<file path="src/rtl/scan_pkg.sv">
// Shared types and constants for the multiplexed seven-segment anode scanner.
package scan_pkg;

    localparam int NUM_DIGITS = 8;
    localparam int IDX_W      = 3;

    typedef logic [IDX_W-1:0]      digit_idx_t;
    typedef logic [NUM_DIGITS-1:0] digit_vec_t;

    localparam digit_vec_t ONEHOT_RST = 8'h01;

    // Anode pattern with no digit lit, for the given pin polarity.
    function automatic digit_vec_t an_inactive(input bit active_low);
        return active_low ? {NUM_DIGITS{1'b1}} : {NUM_DIGITS{1'b0}};
    endfunction

endpackage

</file>
<file path="src/rtl/decoder3x8.sv">
// Combinational 3-bit index to 8-bit one-hot decoder; all index values are legal.
module decoder3x8
    import scan_pkg::*;
(
    input  digit_idx_t idx_i,
    output digit_vec_t onehot_o
);

    always_comb begin
        onehot_o        = '0;
        onehot_o[idx_i] = 1'b1;
    end

endmodule

</file>
<file path="src/rtl/anode_scan_decoder.sv">
// Digit scanner for an 8-digit multiplexed display: prescaler, digit index,
// one-hot decode and masked, polarity-adjusted anode drive, all registered.
module anode_scan_decoder
    import scan_pkg::*;
#(
    parameter int unsigned DIV_MAX    = 100000,
    parameter int unsigned DIV_WIDTH  = 17,
    parameter bit          ACTIVE_LOW = 1'b1
) (
    input  logic                 clk,
    input  logic                 rst,
    input  logic                 en,
    input  logic                 hold,
    input  logic                 load,
    input  logic [IDX_W-1:0]     load_idx,
    input  logic [NUM_DIGITS-1:0] digit_mask,
    output logic [IDX_W-1:0]     sel,
    output logic [NUM_DIGITS-1:0] onehot,
    output logic [NUM_DIGITS-1:0] an,
    output logic                 tick
);

    localparam logic [DIV_WIDTH-1:0] CNT_LAST = DIV_WIDTH'(DIV_MAX - 1);

    logic [DIV_WIDTH-1:0] count_q, count_d;
    digit_idx_t           sel_q, sel_d, run_idx;
    digit_vec_t           onehot_q, onehot_d, run_onehot, load_onehot;
    digit_vec_t           an_q, an_d;
    logic                 tick_q, tick_d;
    logic                 wrap;

    function automatic digit_vec_t drive_an(input logic       scan_en,
                                            input digit_vec_t dec,
                                            input digit_vec_t mask);
        digit_vec_t act;
        act = scan_en ? (dec & mask) : '0;
        return ACTIVE_LOW ? ~act : act;
    endfunction

    assign wrap = (count_q == CNT_LAST);

    // Prescaler and index advance; load overrides everything, including a same-cycle wrap.
    always_comb begin
        count_d = count_q;
        run_idx = sel_q;
        tick_d  = 1'b0;
        if (load) begin
            count_d = '0;
        end else if (en) begin
            if (wrap) begin
                count_d = '0;
                tick_d  = 1'b1;
                if (!hold) begin
                    run_idx = sel_q + 3'd1;
                end
            end else begin
                count_d = count_q + DIV_WIDTH'(1);
            end
        end
        sel_d = load ? load_idx : run_idx;
    end

    decoder3x8 u_dec_run (
        .idx_i    (run_idx),
        .onehot_o (run_onehot)
    );

    decoder3x8 u_dec_load (
        .idx_i    (load_idx),
        .onehot_o (load_onehot)
    );

    assign onehot_d = load ? load_onehot : run_onehot;
    assign an_d     = drive_an(en, onehot_d, digit_mask);

    always_ff @(posedge clk or posedge rst) begin
        if (rst) begin
            count_q  <= '0;
            sel_q    <= '0;
            onehot_q <= ONEHOT_RST;
            an_q     <= an_inactive(ACTIVE_LOW);
            tick_q   <= 1'b0;
        end else begin
            count_q  <= count_d;
            sel_q    <= sel_d;
            onehot_q <= onehot_d;
            an_q     <= an_d;
            tick_q   <= tick_d;
        end
    end

    assign sel    = sel_q;
    assign onehot = onehot_q;
    assign an     = an_q;
    assign tick   = tick_q;

endmodule

</file>
<file path="config.mk">
export PLATFORM = sky130hd
export DESIGN_NAME = anode_scan_decoder
export DESIGN_NICKNAME = d
export VERILOG_FILES = /design/src/rtl/scan_pkg.sv /design/src/rtl/decoder3x8.sv /design/src/rtl/anode_scan_decoder.sv
export SDC_FILE = /design/constraint.sdc
export NUM_CORES = 1
export LEC_CHECK = 0
export CAP_MARGIN = 20
export CORE_MARGIN = 1
export CORE_UTILIZATION = 40
export CTS_CLUSTER_DIAMETER = 50
export DETAILED_ROUTE_END_ITERATION = 8
export PLACE_DENSITY = 0.72
export SYNTH_ARGS = -nofsm -noshare
export SYNTH_HDL_FRONTEND = slang
export SYNTH_HIERARCHICAL = 1
export SYNTH_SLANG_ARGS = --single-unit
</file>
<file path="constraint.sdc">
create_clock -name clk -period 2.6 [get_ports clk]
set_input_delay 0.39 -clock clk [delete_from_list [all_inputs] [get_ports clk]]
set_output_delay 0.39 -clock clk [all_outputs]
set_load 0.01 [all_outputs]
</file>
==> results.md, run 1 <==
- Multi-input logic area: 916 um2
- Reg power frac: 0.530
- Register area: 937 um2
- CP max stage delay: 0.45 ns
- Family with the most delay on the worst path: simple AND/OR/NAND/NOR gates
- Initial core utilization: 0.424
- Fin. Hold Viols: 0
- Final Net Count: 237
- Reg clk slew, reported paths: 0.07 ns
- Count of final setup violators: 0
- # H-tree levels: 2
- EDFF count, synth: 0
- Comb pwr share: 0.136
- Largest net degree at the start of global routing: 38
- First-pass iteration count of the detailed router: 6
- Setup crit start kind: register
- Total GRT Usage: 0.179
- Critical-path maximum fanout: 8
- Sequential area share after synthesis: 0.497
- Routability congestion estimate: 0.790
- CP bufs+invs: 0
- Most frequent cells in the layout: clkdlybuf4s50_1, dfrtp_1, nor2_1
- I/O Pins: 36
- Fraction of registers with async set/reset: 1.00
- Failing checks: design-rule violations
- Worst slew pin tran: 0.448 ns
- Clk buf depth: 2
- Max-capacitance violation count: 0
- Layout cells sized above 1: 0.209
- Register bit count reported by yosys: 37
- TritonCTS clock tree: built
- Routed wire length: 3.92 mm
- Arrival time worst endpoint: 2.68 ns
- Sw frac: 0.241
- Post-Syn Nets: 192
- Worst Skew: 0.00418 ns
- Worst ir drop on vdd: 0.293 mV
- GR Overflow Total: 0
- Top FF cell, synth: dfrtp_1
- Synth Warn #: 6
- HPWL after DPL: 2.72 mm
- Mapped Avg Cell Area: 10.8 um2
- Critical path endpoint category: register
- Min cycle time layout: 2.45 ns
- Final Cycle Share: 0.943
- Placed cells: 264
- P_int: 0.000869 W
- Max stage delay cell, worst path: dfrtp_1
- Post-Syn Instances: 174
- Most frequent cell on the critical path: mux2_2
- Die H: 70.7 um
- Commonest non-fill, non-tap cell in the layout: clkdlybuf4s50_1
- Fill cells: 387
- First-pass GRT wire length: 6.93 mm
- Hold-fix buffers, CTS: 0
- PwrDens: 471 nW/um2
- Die width: 70.7 um
- Highest clock rate: 408 MHz
- Setup TNS: 0 ns
- Kind of critical path: reg -> reg
- RSZ-0062 raised after global routing: no
- Req. time, crit path: 2.83 ns
- Die area: 4990 um2
- Post-Syn Area: 1890 um2
- Clk pwr share: 0.334
- Non-Filler Instances: 272
- Slew Viols, Final: 0
- Netlist cell types: 39
- Slew margin rel.: 0.701
- Core area: 4440 um2
- Status: complete, but fails checks
- Via count: 1,481
- # rows: 24
- Initial antenna violation count: 0
- Synthesis-to-layout area growth: 28.9%
- Clock tree sinks: 37
- Cts bufs inserted: 5
- Worst-path cell chain: nor3b_1 -> nand2_1 -> nor4b_4 -> mux2_2 -> and3_2 -> mux2_2 -> nand3_1
- Psw: 0.000276 W
- Tightest Hold Check Type: in -> async
- Diode count: 0
- ANT nets after route: 0
- Clk_lat worst skew: 0.29 ns
- Clock Tree Root: clkbuf_8
- Vias in the first global route: 1,448
- DRC: 4
- DR WL/cell: 14.4 um
- DR vias/cell: 5.44
- First DRT Iteration DRCs: 132
- Leakage: 1.00 nW
- PortBufs: 35
-- sequential cells by signal (all words and copies together), names as in the netlist --
register and count:
count_q 17, an 8, onehot 8, tick 1, sel 3
-- synth_stat cells, types with 3 or more instances --
cell type | instances | share of area
nor2_1 | 15 | 0.030
and3b_2 | 6 | 0.032
nand2_1 | 8 | 0.016
xor2_1 | 10 | 0.046
dfrtp_1 | 28 | 0.37
mux2_2 | 9 | 0.054
inv_1 | 4 | 0.0080
o31ai_1 | 3 | 0.012
dfstp_2 | 9 | 0.13
nor3b_1 | 7 | 0.028
or3_1 | 4 | 0.013
buf_2 | 3 | 0.0080
xnor2_1 | 4 | 0.019
nor4_1 | 4 | 0.013
a21oi_1 | 5 | 0.013
and3_1 | 3 | 0.010
nor3_1 | 4 | 0.011
o21ai_0 | 4 | 0.011
nand3_1 | 14 | 0.037
nand4_1 | 5 | 0.017
-- routing by layer --
| metal | vias up | GRT usage | share of wire |
|---|---|---|---|
| met3 | 6 | 0.0442 | 0.035 |
| met1 | 731 | 0.246 | 0.49 |
| met4 | 0 | 0.0711 | 0.017 |
| li1 | 717 | - | - |
| met5 | - | 0 | 0 |
| met2 | 27 | 0.274 | 0.45 |
-- per-stage QoR --
stage          cell area, um2  hold slack, ns  utilization  power, W  setup slack [ns]
2_1_floorplan            1890           0.459            -  0.000691             0.230
3_3_place_gp             2330           0.537        0.525  0.000770             0.192
3_5_place_dp             2330           0.545        0.525  0.000772             0.151
4_1_cts                  2410           0.530        0.543   0.00116             0.153
5_1_grt                  2430           0.573        0.547   0.00121            0.0157
6_report                 2430           0.509        0.547   0.00114             0.149
-- timing repair --
item,in CTS,in global routing
buffers inserted,0,0
endpoints found under the setup margin,0,2
resized for setup,0,2
-- cell families after synthesis --
kind of cell | Yosys count | share of synthesized area
flops | 37 | 0.497
xor+xnor | 14 | 0.0650
fa+ha+maj | 2 | 0.0133
simple gates | 82 | 0.271
buf+inv | 10 | 0.0259
compound gates | 20 | 0.0736
mux | 9 | 0.0538
-- cell type report --
cell class / instances / area share
inverters: 4 / 0.00618
repair buffers: 44 / 0.172
flip-flops and latches: 37 / 0.385
clock buffers: 8 / 0.0329
multi-input cells: 127 / 0.377
well taps: 52 / 0.0268
-- path summary, 6_finish.rpt --
| kind | start | cells past startpoint | slack [ns] | end |
|---|---|---|---|---|
| min | rst | 3 | 0.51 | sel[2]$_DFF_PP0_ |
| min reg2reg | count_q[16]$_DFFE_PP0P_ | 2 | 0.55 | count_q[16]$_DFFE_PP0P_ |
| min in group clk | count_q[16]$_DFFE_PP0P_ | 2 | 0.55 | count_q[16]$_DFFE_PP0P_ |
| max in group asynchronous | rst | 3 | 1.74 | onehot[0]$_DFF_PP1_ |
| max reg2reg | count_q[12]$_DFFE_PP0P_ | 7 | 0.15 | an[7]$_DFF_PP1_ |
| max | count_q[12]$_DFFE_PP0P_ | 7 | 0.15 | an[7]$_DFF_PP1_ |
-- power by group through the flow --
stage,Sequential [W],Combinational (W),Clock [W]
finish,0.000607,0.000155,0.000383
global route,0.000608,0.000171,0.000431
CTS,0.000606,0.000157,0.000396
detailed placement,0.000617,0.000156,0
global placement,0.000617,0.000153,0
floorplan,0.000623,0.0000680,0
-- worst register-to-register path: stages, from the launching register on --
cell	delay, ns
dfrtp_1	0.45
nor3b_1	0.41
nand2_1	0.18
nor4b_4	0.36
mux2_2	0.43
and3_2	0.21
mux2_2	0.27
nand3_1	0.09
Power figures use the tool's default switching activity.
==> run 2: changes to the inputs <==
SYNTH_HIERARCHICAL = unset   (was 1)
==> results.md, run 2 <==
- Resize count post-CTS: 0 (unchanged)
- Commonest non-fill, non-tap cell in the layout: clkdlybuf4s50_1
- Fraction of registers with async set/reset: 1.00 (unchanged)
- First-pass iteration count of the detailed router: 5 (-1)
- Non-Filler Instances: 299 (+9.9%)
- Most frequent cells in the layout: clkdlybuf4s50_1, dfrtp_1, nand3_1
- Setup TNS: 0 ns (unchanged)
- Final Util: 0.546 (-0.000627)
- Clk pwr share: 0.395 (+0.061)
- Register area: 937 um2 (unchanged)
- PwrDens: 527 nW/um2 (+12%)
- Final Net Count: 264 (+11%)
- GR Overflow Total: 0 (unchanged)
- Synthesis-to-layout area growth: 27.6%
- Clk_lat worst skew: 0.30 ns (about the same)
- Placed cells: 291 (+10%)
- Routed wire length: 4.50 mm (+15%)
- Tightest Hold Check Type: in -> async
- Req. time, crit path: 2.77 ns (-0.06 ns)
- Post-layout power: 0.00130 W (+13%)
- RSZ-0062 raised after global routing: no
- Arrival time worst endpoint: 2.26 ns (-0.42 ns)
- Diode count: 0 (unchanged)
- ANT nets after route: 0 (unchanged)
- Status: finished clean
- Routability congestion estimate: 0.864 (+9.3%)
- Die H: 71.5 um (+1.1%)
- Final Cycle Share: 0.804 (-0.138)
- DR vias/cell: 5.75 (+5.7%)
- EDFF count, synth: 0 (unchanged)
- # H-tree levels: 2 (unchanged)
- Critical-path maximum fanout: 10 (+2)
- Cts bufs inserted: 5 (unchanged)
- First DRT Iteration DRCs: 158 (+20%)
- Clk buf depth: 2 (unchanged)
- Critical path endpoint category: register
- Leakage: 0.993 nW (-1.1%)
- Largest net degree at the start of global routing: 38 (unchanged)
- I/O Pins: 36 (unchanged)
- Highest clock rate: 478 MHz (+17%)
- Most frequent cell after synthesis: dfrtp_1
- Netlist cell types: 38 (-2.6%)
- Setup Buffers After CTS: 0 (unchanged)
- Multi-input logic area: 947 um2 (+3.4%)
- Sw frac: 0.239 (-0.00197)
- Initial core utilization: 0.428 (+0.00407)
- Sequential area share after synthesis: 0.486 (-0.0113)
- Clock tree sinks: 37 (unchanged)
- PortBufs: 35 (unchanged)
- DR WL/cell: 15.1 um (+4.3%)
- Comb pwr share: 0.132 (-0.004)
- Via count: 1,720 (+16%)
- Fin. Hold Viols: 0 (unchanged)
- Mapped Avg Cell Area: 9.32 um2 (-14%)
- Reg clk slew, reported paths: 0.07 ns (about the same)
- Fill cells: 402 (+3.9%)
- Kind of critical path: reg -> reg
- Synth Warn #: 0 (-6)
- Dominant cells by area after synthesis: dfrtp_1, dfstp_2, nand3_1
- Worst-path cell chain: or4b_4 -> nor4_4 -> nand2_1 -> nand2_1 -> nor2_1
- Slew Viols, Final: 0 (unchanged)
- Worst Skew: 0.00773 ns (+0.00355 ns)
- Max-capacitance violation count: 0 (unchanged)
- Register bit count reported by yosys: 37 (unchanged)
- Die width: 71.5 um (+1.1%)
- Top FF cell, synth: dfrtp_1
- Max stage delay cell, worst path: or4b_4
- Reg with most FFs: count_q
- Layout cells sized above 1: 0.113 (-0.0957)
- Die area: 5110 um2 (+2.3%)
- Share of the synthesized area in the top cell type: 0.363 (-0.00843)
- Total GRT Usage: 0.198 (+0.0186)
- Most frequent cell on the critical path: nand2_1
- First-pass GRT wire length: 7.73 mm (+12%)
- Count of final setup violators: 0 (unchanged)
- Core area: 4500 um2 (+1.4%)
- TritonCTS clock tree: built
- Top post-synthesis cells by count: dfrtp_1, nand3_1, nor2_1
- Slew margin rel.: 0.633 (-0.0680)
- DRC: 0 (-4)
- Worst ir drop on vdd: 0.236 mV (-20%)
- # rows: 24 (unchanged)
- Post-Syn Nets: 225 (+17%)
- Initial antenna violation count: 0 (unchanged)
- Leading area contributor after synthesis: dfrtp_1
- Worst slew pin tran: 0.545 ns (+0.0969 ns)
- Reg power frac: 0.473 (-0.057)
- CP max stage delay: 0.59 ns (+0.14 ns)
- Post-Syn Instances: 207 (+19%)
- Psw: 0.000310 W (+12%)
- HPWL after DPL: 3.30 mm (+21%)
- Worst hold slack: 0.503 ns (-0.00583 ns)
- Clock Tree Root: clkbuf_8
- Vias in the first global route: 1,625 (+12%)
- Max reg flops: 17 (unchanged)
- Hold-fix buffers, CTS: 0 (unchanged)
- Post-Syn Area: 1930 um2 (+2.3%)
- Setup crit start kind: register
- P_int: 0.000987 W (+14%)
- Min cycle time layout: 2.09 ns (-0.360 ns)
## run 2: changes by cell type in the layout (fill, tap and decap cells not counted), sizes merged, moves of 4 or more
cell / previous run / this run
nand2: 8 / 20
nand3: 14 / 27
nor3b: 7 / 1
buf: 9 / 5
mux2: 9 / 0
nand2b: 0 / 4
nor3: 4 / 10
and3b: 6 / 0
o21ai: 4 / 18
nor2: 15 / 24
## run 2: cell families after synthesis
family / Yosys count / share of synthesized area
adders and majority gates: 2 / 0.0130
and+or+nand+nor: 110 / 0.297
xor gates and xnor gates: 13 / 0.0590
muxes: 1 / 0.00519
buffers and inverters: 10 / 0.0233
DFF: 37 / 0.486
AOI/OAI and AO/OA: 34 / 0.117
## run 2: power groups by stage
stage / registers, W / logic [W] / clock network [W]
2_1_floorplan: 0.000623 / 0.0000865 / 0
3_3_place_gp: 0.000622 / 0.000169 / 0
3_5_place_dp: 0.000623 / 0.000170 / 0
4_1_cts: 0.000612 / 0.000171 / 0.000522
5_1_grt: 0.000616 / 0.000188 / 0.000547
6_report: 0.000613 / 0.000171 / 0.000513
## run 2: layout make-up
class | instances | share of cell area
clock buffers | 7 | 0.0351
well taps | 52 | 0.0264
repair buffers | 40 | 0.158
flip-flops and latches | 37 | 0.381
multi-input cells | 160 | 0.385
inverters | 2 | 0.00305
clock inverters | 1 | 0.0122
## run 2: stage by stage
step,worst slack (ns),area [um2]
2_1_floorplan,0.647,1930
3_3_place_gp,0.458,2340
3_5_place_dp,0.464,2340
4_1_cts,0.516,2460
5_1_grt,0.397,2460
6_report,0.509,2460
## run 2: layer usage
layer	global-route usage	routed length (um)
met2	0.315	2140
met5	0	0
met4	0.0697	61
met3	0.0450	278
met1	0.267	2020
## run 2: worst max-delay path, delay by kind of cell (launching register included)
kind,cells,cell delay [ns]
AND/OR/NAND/NOR,5,1.51
flip-flops,1,0.46
## run 2: final timing paths
| check | start | to | slack [ns] | cells past startpoint |
|---|---|---|---|---|
| max | count_q[13]$_DFFE_PP0P_ | count_q[5]$_DFFE_PP0P_ | 0.51 | 5 |
| max reg2reg | count_q[13]$_DFFE_PP0P_ | count_q[5]$_DFFE_PP0P_ | 0.51 | 5 |
| min in group clk | count_q[16]$_DFFE_PP0P_ | count_q[16]$_DFFE_PP0P_ | 0.51 | 1 |
| max in group asynchronous | rst | an[1]$_DFF_PP1_ | 1.75 | 3 |
| min reg2reg | count_q[16]$_DFFE_PP0P_ | count_q[16]$_DFFE_PP0P_ | 0.51 | 1 |
| min | rst | count_q[15]$_DFFE_PP0P_ | 0.50 | 3 |
